### config.mk
export PLATFORM = sky130hd
export DESIGN_NAME = inperiph
export DESIGN_NICKNAME = d
export VERILOG_FILES = /design/src/rtl/inperiph_pkg.sv /design/src/rtl/inperiph_fifo.sv /design/src/rtl/inperiph.sv
export SDC_FILE = /design/constraint.sdc
export NUM_CORES = 1
export LEC_CHECK = 0
export ABC_AREA = 1
export CORE_ASPECT_RATIO = 1.1
export CORE_MARGIN = 1.5
export CORE_UTILIZATION = 52
export DETAILED_ROUTE_END_ITERATION = 6
export PLACE_DENSITY = 0.87
export SLEW_MARGIN = 10
export SYNTH_ARGS = -nofsm -noshare
export SYNTH_HDL_FRONTEND = slang
export SYNTH_SLANG_ARGS = --single-unit
### constraint.sdc
create_clock -name clk -period 2.95 [get_ports clk]
set_input_delay 0.59 -clock clk [delete_from_list [all_inputs] [get_ports clk]]
set_output_delay 0.59 -clock clk [all_outputs]
set_load 0.05 [all_outputs]
### src/rtl/inperiph_pkg.sv
// Shared constants, register map and STATUS/DATA word builders for the
// memory-mapped input byte peripheral.
package inperiph_pkg;

  localparam int DEPTH_DEFAULT = 8;

  localparam logic [31:0] INPERIPH_BASE = 32'h0003_4568;
  localparam logic [31:0] OFF_DATA      = 32'h0000_0000;
  localparam logic [31:0] OFF_STATUS    = 32'h0000_0004;

  // Only this address bit distinguishes the two registers; the bus
  // interface unit already qualifies strobes against the window.
  localparam int ADDR_SEL_BIT = 2;

  localparam int STAT_LEVEL_LSB = 0;
  localparam int STAT_LEVEL_W   = 8;
  localparam int STAT_EMPTY_BIT = 8;
  localparam int STAT_FULL_BIT  = 9;
  localparam int STAT_CNT_LSB   = 16;
  localparam int STAT_CNT_W     = 16;

  localparam int DATA_EMPTY_BIT = 8;

  typedef enum logic {
    REG_DATA   = 1'b0,
    REG_STATUS = 1'b1
  } reg_sel_e;

  function automatic logic [31:0] status_word(
    input logic [STAT_LEVEL_W-1:0] level,
    input logic                    empty,
    input logic                    full,
    input logic [STAT_CNT_W-1:0]   pop_cnt
  );
    logic [31:0] w;
    w = 32'h0000_0000;
    w[STAT_LEVEL_LSB +: STAT_LEVEL_W] = level;
    w[STAT_EMPTY_BIT]                 = empty;
    w[STAT_FULL_BIT]                  = full;
    w[STAT_CNT_LSB +: STAT_CNT_W]     = pop_cnt;
    return w;
  endfunction

  function automatic logic [31:0] data_word(
    input logic       empty,
    input logic [7:0] head
  );
    logic [31:0] w;
    w = 32'h0000_0000;
    w[DATA_EMPTY_BIT] = empty;
    if (empty) begin
      w[7:0] = 8'h00;
    end else begin
      w[7:0] = head;
    end
    return w;
  endfunction

endpackage

### src/rtl/inperiph_fifo.sv
// Receive byte FIFO: storage, wrapping head/tail pointers and an explicit
// occupancy count from which full/empty are derived. Flush beats push/pop.
module inperiph_fifo
  import inperiph_pkg::*;
#(
  parameter int DEPTH = DEPTH_DEFAULT,
  localparam int AW   = $clog2(DEPTH),
  localparam int LW   = AW + 1
) (
  input  logic          clk,
  input  logic          reset_n,
  input  logic          push,
  input  logic [7:0]    push_data,
  input  logic          pop,
  input  logic          flush,
  output logic [7:0]    head_data,
  output logic [LW-1:0] level,
  output logic          full,
  output logic          empty
);

  logic [7:0]    mem_r [DEPTH];
  logic [AW-1:0] head_r;
  logic [AW-1:0] tail_r;
  logic [LW-1:0] level_r;
  logic [LW-1:0] level_nxt_s;
  logic          push_ok_s;
  logic          pop_ok_s;

  assign full  = (level_r == LW'(DEPTH));
  assign empty = (level_r == LW'(0));
  assign level = level_r;

  // A pop against an empty FIFO is dropped even when a push lands in the
  // same cycle, so the new byte is not consumed before it is visible.
  assign push_ok_s = push && !full && !flush;
  assign pop_ok_s  = pop && !empty && !flush;

  assign head_data = mem_r[head_r];

  // Next occupancy from the accepted push/pop pair.
  always_comb begin
    level_nxt_s = level_r;
    case ({push_ok_s, pop_ok_s})
      2'b10:   level_nxt_s = level_r + LW'(1);
      2'b01:   level_nxt_s = level_r - LW'(1);
      default: level_nxt_s = level_r;
    endcase
  end

  // Pointer and occupancy state; flush returns everything to the origin.
  always_ff @(posedge clk or negedge reset_n) begin
    if (!reset_n) begin
      head_r  <= '0;
      tail_r  <= '0;
      level_r <= '0;
    end else if (flush) begin
      head_r  <= '0;
      tail_r  <= '0;
      level_r <= '0;
    end else begin
      if (push_ok_s) begin
        tail_r <= tail_r + AW'(1);
      end
      if (pop_ok_s) begin
        head_r <= head_r + AW'(1);
      end
      level_r <= level_nxt_s;
    end
  end

  // Byte storage is deliberately left unreset; level gates its visibility.
  always_ff @(posedge clk) begin
    if (push_ok_s) begin
      mem_r[tail_r] <= push_data;
    end
  end

endmodule

### src/rtl/inperiph.sv
// CPU-facing input peripheral: decodes DATA/STATUS accesses, keeps the
// 16-bit pop counter and builds the combinational read data.
module inperiph
  import inperiph_pkg::*;
#(
  parameter int DEPTH = DEPTH_DEFAULT
) (
  input  logic        clk,
  input  logic        reset_n,
  input  logic [31:0] daddr,
  input  logic [31:0] dwdata,
  input  logic [3:0]  dwe,
  input  logic        dre,
  output logic [31:0] drdata,
  input  logic        in_valid,
  input  logic [7:0]  in_data,
  output logic        in_ready
);

  localparam int LW = $clog2(DEPTH) + 1;

  reg_sel_e              sel_s;
  logic                  wr_s;
  logic                  pop_req_s;
  logic                  flush_s;
  logic                  push_req_s;
  logic                  pop_accept_s;
  logic [7:0]            head_data_s;
  logic [LW-1:0]         level_s;
  logic [STAT_LEVEL_W-1:0] level8_s;
  logic                  full_s;
  logic                  empty_s;
  logic [STAT_CNT_W-1:0] pop_cnt_r;
  logic                  unused_s;

  assign sel_s      = reg_sel_e'(daddr[ADDR_SEL_BIT]);
  assign wr_s       = |dwe;
  assign pop_req_s  = dre && (sel_s == REG_DATA);
  assign flush_s    = wr_s && (sel_s == REG_STATUS);

  // Held low while in reset so no byte is taken across the release edge.
  assign in_ready   = reset_n && !full_s;
  assign push_req_s = in_valid && in_ready;

  assign pop_accept_s = pop_req_s && !empty_s && !flush_s;
  assign level8_s     = STAT_LEVEL_W'(level_s);

  assign unused_s = ^{dwdata, daddr[31:ADDR_SEL_BIT+1], daddr[ADDR_SEL_BIT-1:0]};

  inperiph_fifo #(
    .DEPTH(DEPTH)
  ) u_fifo (
    .clk       (clk),
    .reset_n   (reset_n),
    .push      (push_req_s),
    .push_data (in_data),
    .pop       (pop_req_s),
    .flush     (flush_s),
    .head_data (head_data_s),
    .level     (level_s),
    .full      (full_s),
    .empty     (empty_s)
  );

  // Pop counter survives flush and wraps naturally at 16 bits.
  always_ff @(posedge clk or negedge reset_n) begin
    if (!reset_n) begin
      pop_cnt_r <= '0;
    end else if (pop_accept_s) begin
      pop_cnt_r <= pop_cnt_r + STAT_CNT_W'(1);
    end else begin
      pop_cnt_r <= pop_cnt_r;
    end
  end

  // Read mux; STATUS reads carry no side effects.
  always_comb begin
    drdata = 32'h0000_0000;
    case (sel_s)
      REG_DATA:   drdata = data_word(empty_s, head_data_s);
      REG_STATUS: drdata = status_word(level8_s, empty_s, full_s, pop_cnt_r);
      default:    drdata = 32'h0000_0000;
    endcase
  end

endmodule
==> impl_metrics.toml, run 1 <==
[logic_synthesis]
synth_ff_type = "edfxtp_1"
ys.warnings.count = 0
yosysTopAreaCellShare_pct = 46.6
synth-xor-area-share_pct = 3.39
synthCells = 396
synth-seq-cells = 90
synth_compound_gate_area_share_pct = 9.88
seq_area_frac_synth_pct = 62.3
synthDistinctLibCells = 34
yosys-top-cells-area = "edfxtp_1, dfrtp_1, o21ai_0, nor2_1, nand2_1"
synth_edf_count = 64
yosysTopAreaCell = "edfxtp_1"
synthSimpleGateAreaFrac_pct = 15.3
syn_area_sq_um = 4130
synthMuxAreaShare_pct = 0
syn_avg_cell_area_sq_um = 10.4
synth_fa_ha_area_share_pct = 1.52
synth_top_family_by_area = "simple AND/OR/NAND/NOR gates"
ys_async_sr_fraction_pct = 28.9

[placed_design]
numPortBuffers = 43
pre_cts_ws_ps = 243
gp_congestion = 0.915
dpl.hpwl_um = 6100

[cts]
clock-sinks = 90
cts_buffers = 9
clk_pin_slew_ps = 90
cts-root-buf = "clkbuf_8"
insertion_delay_ps = 340
cts_tree = "built"
htreeDepth = 3
cts_resized = 0
cts_buffer_depth = 2
ctsHoldBuffers = 0
cts_setup_buffers = 0

[floorplanning]
core_sq_um = 7560
start_util_pct = 54.6
fp.dieW_um = 88.0
die_y_um = 96.4
io_pins = 113
dieArea_sq_um = 8480
rows = 33

[global_routing]
grt_overflow = 0
track_usage_pct = 23.0
grt_pass1_wl_um = 14500
grt_antenna_before_repair = 0
grt_pass1_vias = 3105
grt_max_degree = 34

[final_layout]
finalNetCount = 539
nFillCells = 489
area_delta_synth_final_pct = 25.9
insertedDiodeCount = 0
drive_above_1_share_pct = 16.6

[outcome]
run_status = "completed"

[route]
vias_per_cell = 5.60
wirelength_um = 9130
drtAntennaViolNets = 0
avgRoutedWirePerCell_um = 16.2
drc = 0
firstDrtPassIters = 5
vias = 3156
drt_iter0_markers = 326

[hold_path]
hold_class = "flop to flop"

[critical_path]
crit_buf_inv = 3
cpLargestDelayFamily = "buffers and inverters"
max_stage_delay_ps = 400
crit_chain = "inv_1 > buf_12 > o21ai_0 > o221ai_1 > o211ai_1 > o21ai_0 > buf_12"
crit_arrival_ps = 2190
cp.required_ps = 2360
endpoint_kind = "output pin"
critPathLaunchType = "flop"
cp_max_fo = 20
cp_slowest_cell = "dfrtp_1"
crit_type = "flop to output pin"

[sta]
fin_tns_setup_ps = 0
maxSlewViolCount = 0
worst_slew_pin_slew_ps = 550
setup_slack_ps = 169
slew_headroom_pct = 63.3
fin_crit_sh_pct = 94.3
rsz0062_at_grt = "false"
clock_skew_ps = 7.57
period_minus_slack_ps = 2780
finalSetupViolCount = 0
max_freq_ghz = 0.360
finalHoldViolCount = 0

[flow_run]
maxCapViolations = 0

[power_and_ir_drop]
ir_drop_uv = 524
p_leak_nw = 2.21
power_density_nw_per_um2 = 710
==> cell type report <==
cell class	count	area [sq um]	share of cell area, %
Inverter	50	195	3.76
Clock inverter	6	65.1	1.25
Sequential cell	90	2570	49.5
Multi-Input combinational cell	242	1270	24.4
Tap cell	105	131	2.53
Timing Repair Buffer	61	838	16.1
Clock buffer	10	128	2.46
==> registers in the layout, indices dropped and copies added, names as in the netlist <==
register / flops
pop_cnt_r: 16
u_fifo.head_r: 3
u_fifo.level: 4
u_fifo.mem_r: 64
u_fifo.tail_r: 3
==> worst paths after layout <==
kind,start,depth (start not counted),end,slack [ps]
max,u_fifo.head_r[0]$_DFFE_PN0P_,7,drdata[0],170
min,pop_cnt_r[15]$_DFFE_PN0P_,1,pop_cnt_r[15]$_DFFE_PN0P_,480
max reg2reg,u_fifo.level[3]$_DFFE_PN0P_,14,u_fifo.level[3]$_DFFE_PN0P_,640
min reg2reg,pop_cnt_r[15]$_DFFE_PN0P_,1,pop_cnt_r[15]$_DFFE_PN0P_,480
max in group asynchronous,reset_n,2,u_fifo.tail_r[2]$_DFFE_PN0P_,2040
min in group asynchronous,reset_n,2,u_fifo.tail_r[1]$_DFFE_PN0P_,650
==> routing by layer <==
layer / share of wire [%] / vias up / track usage, %
li1: - / 1434 / -
met1: 37 / 1500 / 27.9
met2: 51 / 183 / 39.0
met3: 8.1 / 39 / 3.31
met4: 3.3 / 0 / 13.8
met5: 0 / - / 0
==> power breakdown <==
part           internal, mW  switching (mW)
registers              1.43          0.0774
logic                 0.522           0.859
clock network         0.393           0.409
total                  2.34            1.35
==> per-stage QoR <==
| stage | instances | hold WS, ps | area, sq um | util [%] | power (mW) |
|---|---|---|---|---|---|
| finish | 564 | 481 | 5200 | 68.8 | 3.69 |
| detailed placement | 548 | 467 | 5000 | 66.2 | 2.89 |
| global route | 564 | 509 | 5200 | 68.8 | 3.86 |
| floorplan | 401 | 294 | 4150 | - | 2.34 |
| global placement | 548 | 463 | 5000 | 66.2 | 2.83 |
| CTS | 564 | 483 | 5200 | 68.8 | 3.69 |
==> cells in the mapped netlist, drive strengths merged, types with 7 or more instances <==
master  instances
nor2           63
xor2            7
edfxtp         64
nand2          60
dfrtp          26
o22ai           9
nand3          13
inv            49
buf            11
clkbuf          8
xnor2           9
o21ai          47
==> cells by family (layout without fill, tap and decap cells) <==
group,count (synthesis),after routing
and+or+nand+nor,143,143
adders and majority gates,5,5
AOI/OAI and AO/OA,72,72
buffers and inverters,69,127
DFF,90,90
other,1,6
xor gates and xnor gates,16,16
==> cell usage in the layout (no fill, tap or decap), drive strengths merged <==
master          n
a211oi          1
a21oi           3
a31oi           4
buf            44
bufinv          1
clkbuf         10
clkdlybuf4s50  17
clkinv          4
clkinvlp        1
conb            6
dfrtp          26
edfxtp         64
ha              5
inv            50
nand2          60
nand3          13
nand4           5
nor2           63
nor3            2
o211ai          4
o21ai          47
o221ai          4
o22ai           9
xnor2           9
xor2            7
Note: power is estimated with default switching activity, not from simulation.
==> run 2, diff against run 1 <==
Settings changed: CORE_UTILIZATION 52 to 54, CTS_BUF_LIST set to sky130_fd_sc_hd__clkbuf_8, PLACE_DENSITY 0.87 to 0.9.
==> run 2 against run 1 <==
Net effect: sequential cell count did not move; final area about the same; critical endpoint is now drdata[2]; clock skew is 3.3 ps higher; clock-buffer cell count shrank 1; combinational power is essentially flat; largest power group unchanged; critical path type unchanged; non-clock buffer count rose by 4; core utilization up 1.1 points; final cell count down 2.5%; first-iteration DRC count is 4.9% higher.
==> impl_metrics.toml, run 2 (synthesis gave the netlist of run 1 again) <==
[cts]
cts_tree = "built"
insertion_delay_ps = 370
cts_resized = 0
cts_buffer_depth = 2
clk_pin_slew_ps = 90
cts_buffers = 9
cts-root-buf = "clkbuf_8"
cts_setup_buffers = 0
ctsHoldBuffers = 0
clock-sinks = 90
htreeDepth = 3

[route]
drt_iter0_markers = 342
wirelength_um = 9390
drc = 0
avgRoutedWirePerCell_um = 17.1
vias_per_cell = 5.67
firstDrtPassIters = 5
vias = 3117
drtAntennaViolNets = 0

[sta]
rsz0062_at_grt = "false"
worst_slew_pin_slew_ps = 501
finalSetupViolCount = 0
finalHoldViolCount = 0
maxSlewViolCount = 0
period_minus_slack_ps = 2710
fin_tns_setup_ps = 0
clock_skew_ps = 10.8
max_freq_ghz = 0.369
fin_crit_sh_pct = 91.8
slew_headroom_pct = 66.5

[global_routing]
grt_max_degree = 34
grt_pass1_wl_um = 15100
grt_pass1_vias = 3049
track_usage_pct = 24.9
grt_overflow = 0
grt_antenna_before_repair = 0

[floorplanning]
start_util_pct = 55.5
core_sq_um = 7430
fp.dieW_um = 86.4
die_y_um = 94.7
rows = 33
dieArea_sq_um = 8180
io_pins = 113

[critical_path]
cp_max_fo = 28
max_stage_delay_ps = 390
crit_top_cell = "o21ai_0"
endpoint_kind = "output pin"
cp_slowest_cell = "dfrtp_1"
crit_chain = "inv_1 > buf_4 > o21ai_0 > o221ai_1 > o211ai_1 > o21ai_0 > buf_12"
timing.rr.start = "u_fifo.level[3]$_DFFE_PN0P_"
r2r_slack_ps = 810
cpLargestDelayFamily = "buffers and inverters"
critPathLaunchType = "flop"
crit_path_end = "drdata[2]"
crit_type = "flop to output pin"
r2r_end = "u_fifo.level[3]$_DFFE_PN0P_"
r2r_cells = 14
startpoint = "u_fifo.head_r[0]$_DFFE_PN0P_"
cp.required_ps = 2360
cp.depth = 7
crit_arrival_ps = 2120
crit_buf_inv = 3

[placed_design]
dpl.hpwl_um = 6200
gp_congestion = 0.898
dp_cells = 534
numPortBuffers = 43

[power_and_ir_drop]
power_density_nw_per_um2 = 717
finalPower_mw = 3.72
p_leak_nw = 2.23
ir_drop_uv = 501

[final_layout]
largest_reg_flops = 64
insertedDiodeCount = 0
top_register = "u_fifo.mem_r"
area_delta_synth_final_pct = 25.8
layout_common_cells = "edfxtp_1, nor2_1, nand2_1"
nFillCells = 473
finalNetCount = 543
drive_above_1_share_pct = 17.3
final_common_cell = "edfxtp_1"
final_cells = 550

[outcome]
run_status = "completed"

[flow_run]
maxCapViolations = 0

[hold_path]
hold_class = "flop to flop"
==> run 2: per-stage QoR <==
stage          instance area (sq um)  utilization, %  setup slack (ps)  hold slack (ps)
6_report                        5190            69.8               241              476
3_3_place_gp                    5000            67.3               304              462
5_1_grt                         5190            69.8              76.7              525
3_5_place_dp                    5000            67.3               211              465
2_1_floorplan                   4150               -               419              294
4_1_cts                         5190            69.8               239              481
==> run 2: how the worst min path moves through the flow <==
stage                         startpoint                   endpoint  cells after the start
3_3_place_gp   pop_cnt_r[15]$_DFFE_PN0P_  pop_cnt_r[15]$_DFFE_PN0P_                      1
4_1_cts        pop_cnt_r[15]$_DFFE_PN0P_  pop_cnt_r[15]$_DFFE_PN0P_                      1
5_1_grt        pop_cnt_r[14]$_DFFE_PN0P_  pop_cnt_r[14]$_DFFE_PN0P_                      1
6_report       pop_cnt_r[15]$_DFFE_PN0P_  pop_cnt_r[15]$_DFFE_PN0P_                      1
3_5_place_dp   pop_cnt_r[15]$_DFFE_PN0P_  pop_cnt_r[15]$_DFFE_PN0P_                      1
2_1_floorplan                    reset_n   pop_cnt_r[0]$_DFFE_PN0P_                      0
==> run 2: where the power goes <==
part | internal (mW) | switching, mW | total, mW
combinational | 0.526 | 0.850 | 1.38
sequential | 1.43 | 0.0795 | 1.51
clock | 0.391 | 0.445 | 0.836
total | 2.35 | 1.37 | 3.72
==> run 2: worst register-to-register path, stage by stage (launching register included) <==
cell and delay (ps):
dfrtp_1 420, inv_1 160, nor2_1 90, a21oi_2 180, nand3_2 190, nand2_4 150, inv_1 50, ha_1 320
nand4_1 110, nand2_1 80, inv_1 50, nand2_1 60, nand2_1 60, nand3_1 60, nand2_1 50
==> run 2: metal layers <==
metal  share of wire [%]  GRT usage [%]
met1                  40           30.6
met2                  53           43.1
met3                 6.3           4.90
met4                 1.6           10.5
met5                   0              0
==> run 2: final cells by class <==
class                   instances  area [sq um]  area share, %
clock inverters                 7          68.8           1.33
inverters                      50           195           3.76
multi-input cells             242          1270           24.4
clock buffers                   9           124           2.39
flip-flops and latches         90          2570           49.6
repair buffers                 65           856           16.5
well taps                      87           109           2.10
==> run 3, diff against run 2 <==
--- a/constraint.sdc
+++ b/constraint.sdc
@@ -3,2 +3,2 @@
 set_output_delay 0.59 -clock clk [all_outputs]
-set_load 0.05 [all_outputs]
+set_load 0.005 [all_outputs]
==> run 3 against run 2 <==
Net effect: maximum frequency decreased by 5.0%; clock-buffer cell count unchanged; clock skew decreased by 1.8 ps; power decreased by 11%; core utilization decreased by 3.3 points; highest routed layer unchanged.
==> impl_metrics.toml, run 3 (synthesis gave the netlist of run 1 again) <==
[cts]
ctsHoldBuffers = 0
cts-root-buf = "clkbuf_8"
clock-sinks = 90
cts_tree = "built"
htreeDepth = 3
cts_buffers = 9
clk_pin_slew_ps = 90
cts_buffer_depth = 2
insertion_delay_ps = 370

[final_layout]
top_register = "u_fifo.mem_r"
multiInputGateArea_sq_um = 1270
insertedDiodeCount = 0
utilization_pct = 66.5
final_common_cell = "edfxtp_1"
largest_reg_flops = 64
final_cells = 546
drive_above_1_share_pct = 11.8
finalNetCount = 539
nFillCells = 519
layout_common_cells = "edfxtp_1, nor2_1, nand2_1"
fin_area_sq_um = 4950
final-seq-area_sq_um = 2570
area_delta_synth_final_pct = 19.8

[route]
avgRoutedWirePerCell_um = 16.9
drtAntennaViolNets = 0
drc = 0
vias = 3058
vias_per_cell = 5.60
drt_iter0_markers = 224
wirelength_um = 9220
firstDrtPassIters = 5

[global_routing]
grt_antenna_before_repair = 0
track_usage_pct = 23.4
grt_overflow = 0
grt_pass1_wl_um = 14100
grt_max_degree = 34
grt_pass1_vias = 2941

[placed_design]
pre_cts_ws_ps = 178
dpl.hpwl_um = 5880
dpl_cell_area_sq_um = 4710
numPortBuffers = 43
dp_cells = 528
gp_congestion = 0.894

[floorplanning]
die_y_um = 94.7
start_util_pct = 55.5
core_sq_um = 7430
io_pins = 113
dieArea_sq_um = 8180
rows = 33
fp.dieW_um = 86.4

[power_and_ir_drop]
p_sw_share_pct = 32.4
p_leak_nw = 2.11
p_sw_mw = 1.07
power_frac_comb_pct = 28.0
intPower_mw = 2.23
ir_drop_uv = 392
finalPower_mw = 3.30
seqPwrFrac_pct = 46.1
power_frac_clock_pct = 25.8
power_density_nw_per_um2 = 667

[sta]
fin_tns_setup_ps = 0
setup_slack_ps = 98.2
rsz0062_at_grt = "false"
clock_skew_ps = 9.03
whs_ps = 508
maxSlewViolCount = 0
finalSetupViolCount = 0
fin_crit_sh_pct = 96.7
finalHoldViolCount = 0
max_freq_ghz = 0.351
period_minus_slack_ps = 2850

[hold_path]
hold_class = "flop to flop"

[critical_path]
crit_type = "flop to output pin"
cp_max_fo = 17
cp.required_ps = 2360
critPathLaunchType = "flop"
crit_top_cell = "o21ai_0"
cp_slowest_cell = "clkdlybuf4s50_1"
crit_arrival_ps = 2260
crit_chain = "clkinvlp_4 > o21ai_0 > o22ai_1 > o21ai_0 > a31oi_1 > clkdlybuf4s50_1"
max_stage_delay_ps = 560
endpoint_kind = "output pin"

[outcome]
run_status = "completed"

[flow_run]
maxCapViolations = 0
==> run 3: changes by cell type in the layout (fill, tap and decap cells not counted), moves of 2 or more <==
| cell | previous run | this run |
|---|---|---|
| buf_4 | 22 | 16 |
| clkinvlp_4 | 0 | 2 |
| clkdlybuf4s50_1 | 17 | 42 |
| buf_12 | 26 | 2 |
| inv_1 | 47 | 44 |
==> run 3: per-layer routing <==
| metal | vias to the layer above | wire [um] | track usage, % |
|---|---|---|---|
| met5 | - | 0 | 0 |
| met2 | 116 | 4750 | 39.0 |
| met4 | 0 | 232 | 13.2 |
| met1 | 1482 | 3630 | 29.5 |
| met3 | 25 | 614 | 3.06 |
| li1 | 1435 | - | - |
==> run 3: final timing paths <==
check                                        startpoint                     endpoint  slack, ps  depth (start not counted)
setup / recovery           u_fifo.head_r[1]$_DFFE_PN0P_                    drdata[5]        100                          6
hold / removal                pop_cnt_r[15]$_DFFE_PN0P_    pop_cnt_r[15]$_DFFE_PN0P_        510                          1
setup reg to reg            u_fifo.level[3]$_DFFE_PN0P_  u_fifo.level[3]$_DFFE_PN0P_        750                         14
hold reg to reg               pop_cnt_r[15]$_DFFE_PN0P_    pop_cnt_r[15]$_DFFE_PN0P_        510                          1
max in group asynchronous                       reset_n  u_fifo.level[0]$_DFFE_PN0P_       2050                          2
min in group asynchronous                       reset_n  u_fifo.level[2]$_DFFE_PN0P_        620                          2
==> run 3: cell type report <==
type / instances / area share (%)
inverters: 50 / 4.07
clock buffers: 9 / 2.50
well taps: 87 / 2.20
repair buffers: 61 / 12.0
flip-flops and latches: 90 / 52.0
multi-input cells: 242 / 25.6
clock inverters: 7 / 1.59
==> run 3: repair_timing <==
action,CTS,global route
hold endpoints to repair,0,0
gates resized for setup,1,7
buffers inserted,0,2
setup endpoints to repair,3,7
==> run 3: critical path, delay by kind of cell, from the launching register on <==
kind / cells / cell delay (ps)
flops: 1 / 420
buf+inv: 2 / 820
compound gates: 4 / 650
==> run 3: power groups by stage <==
stage                     registers [mW]  logic [mW]  clock network, mW
final                               1.52       0.925              0.852
after floorplan                     1.52       0.527                  0
after global placement              1.53       0.838                  0
after detailed placement            1.53       0.879                  0
after global routing                1.53        1.03              0.919
after CTS                           1.51       0.887              0.867
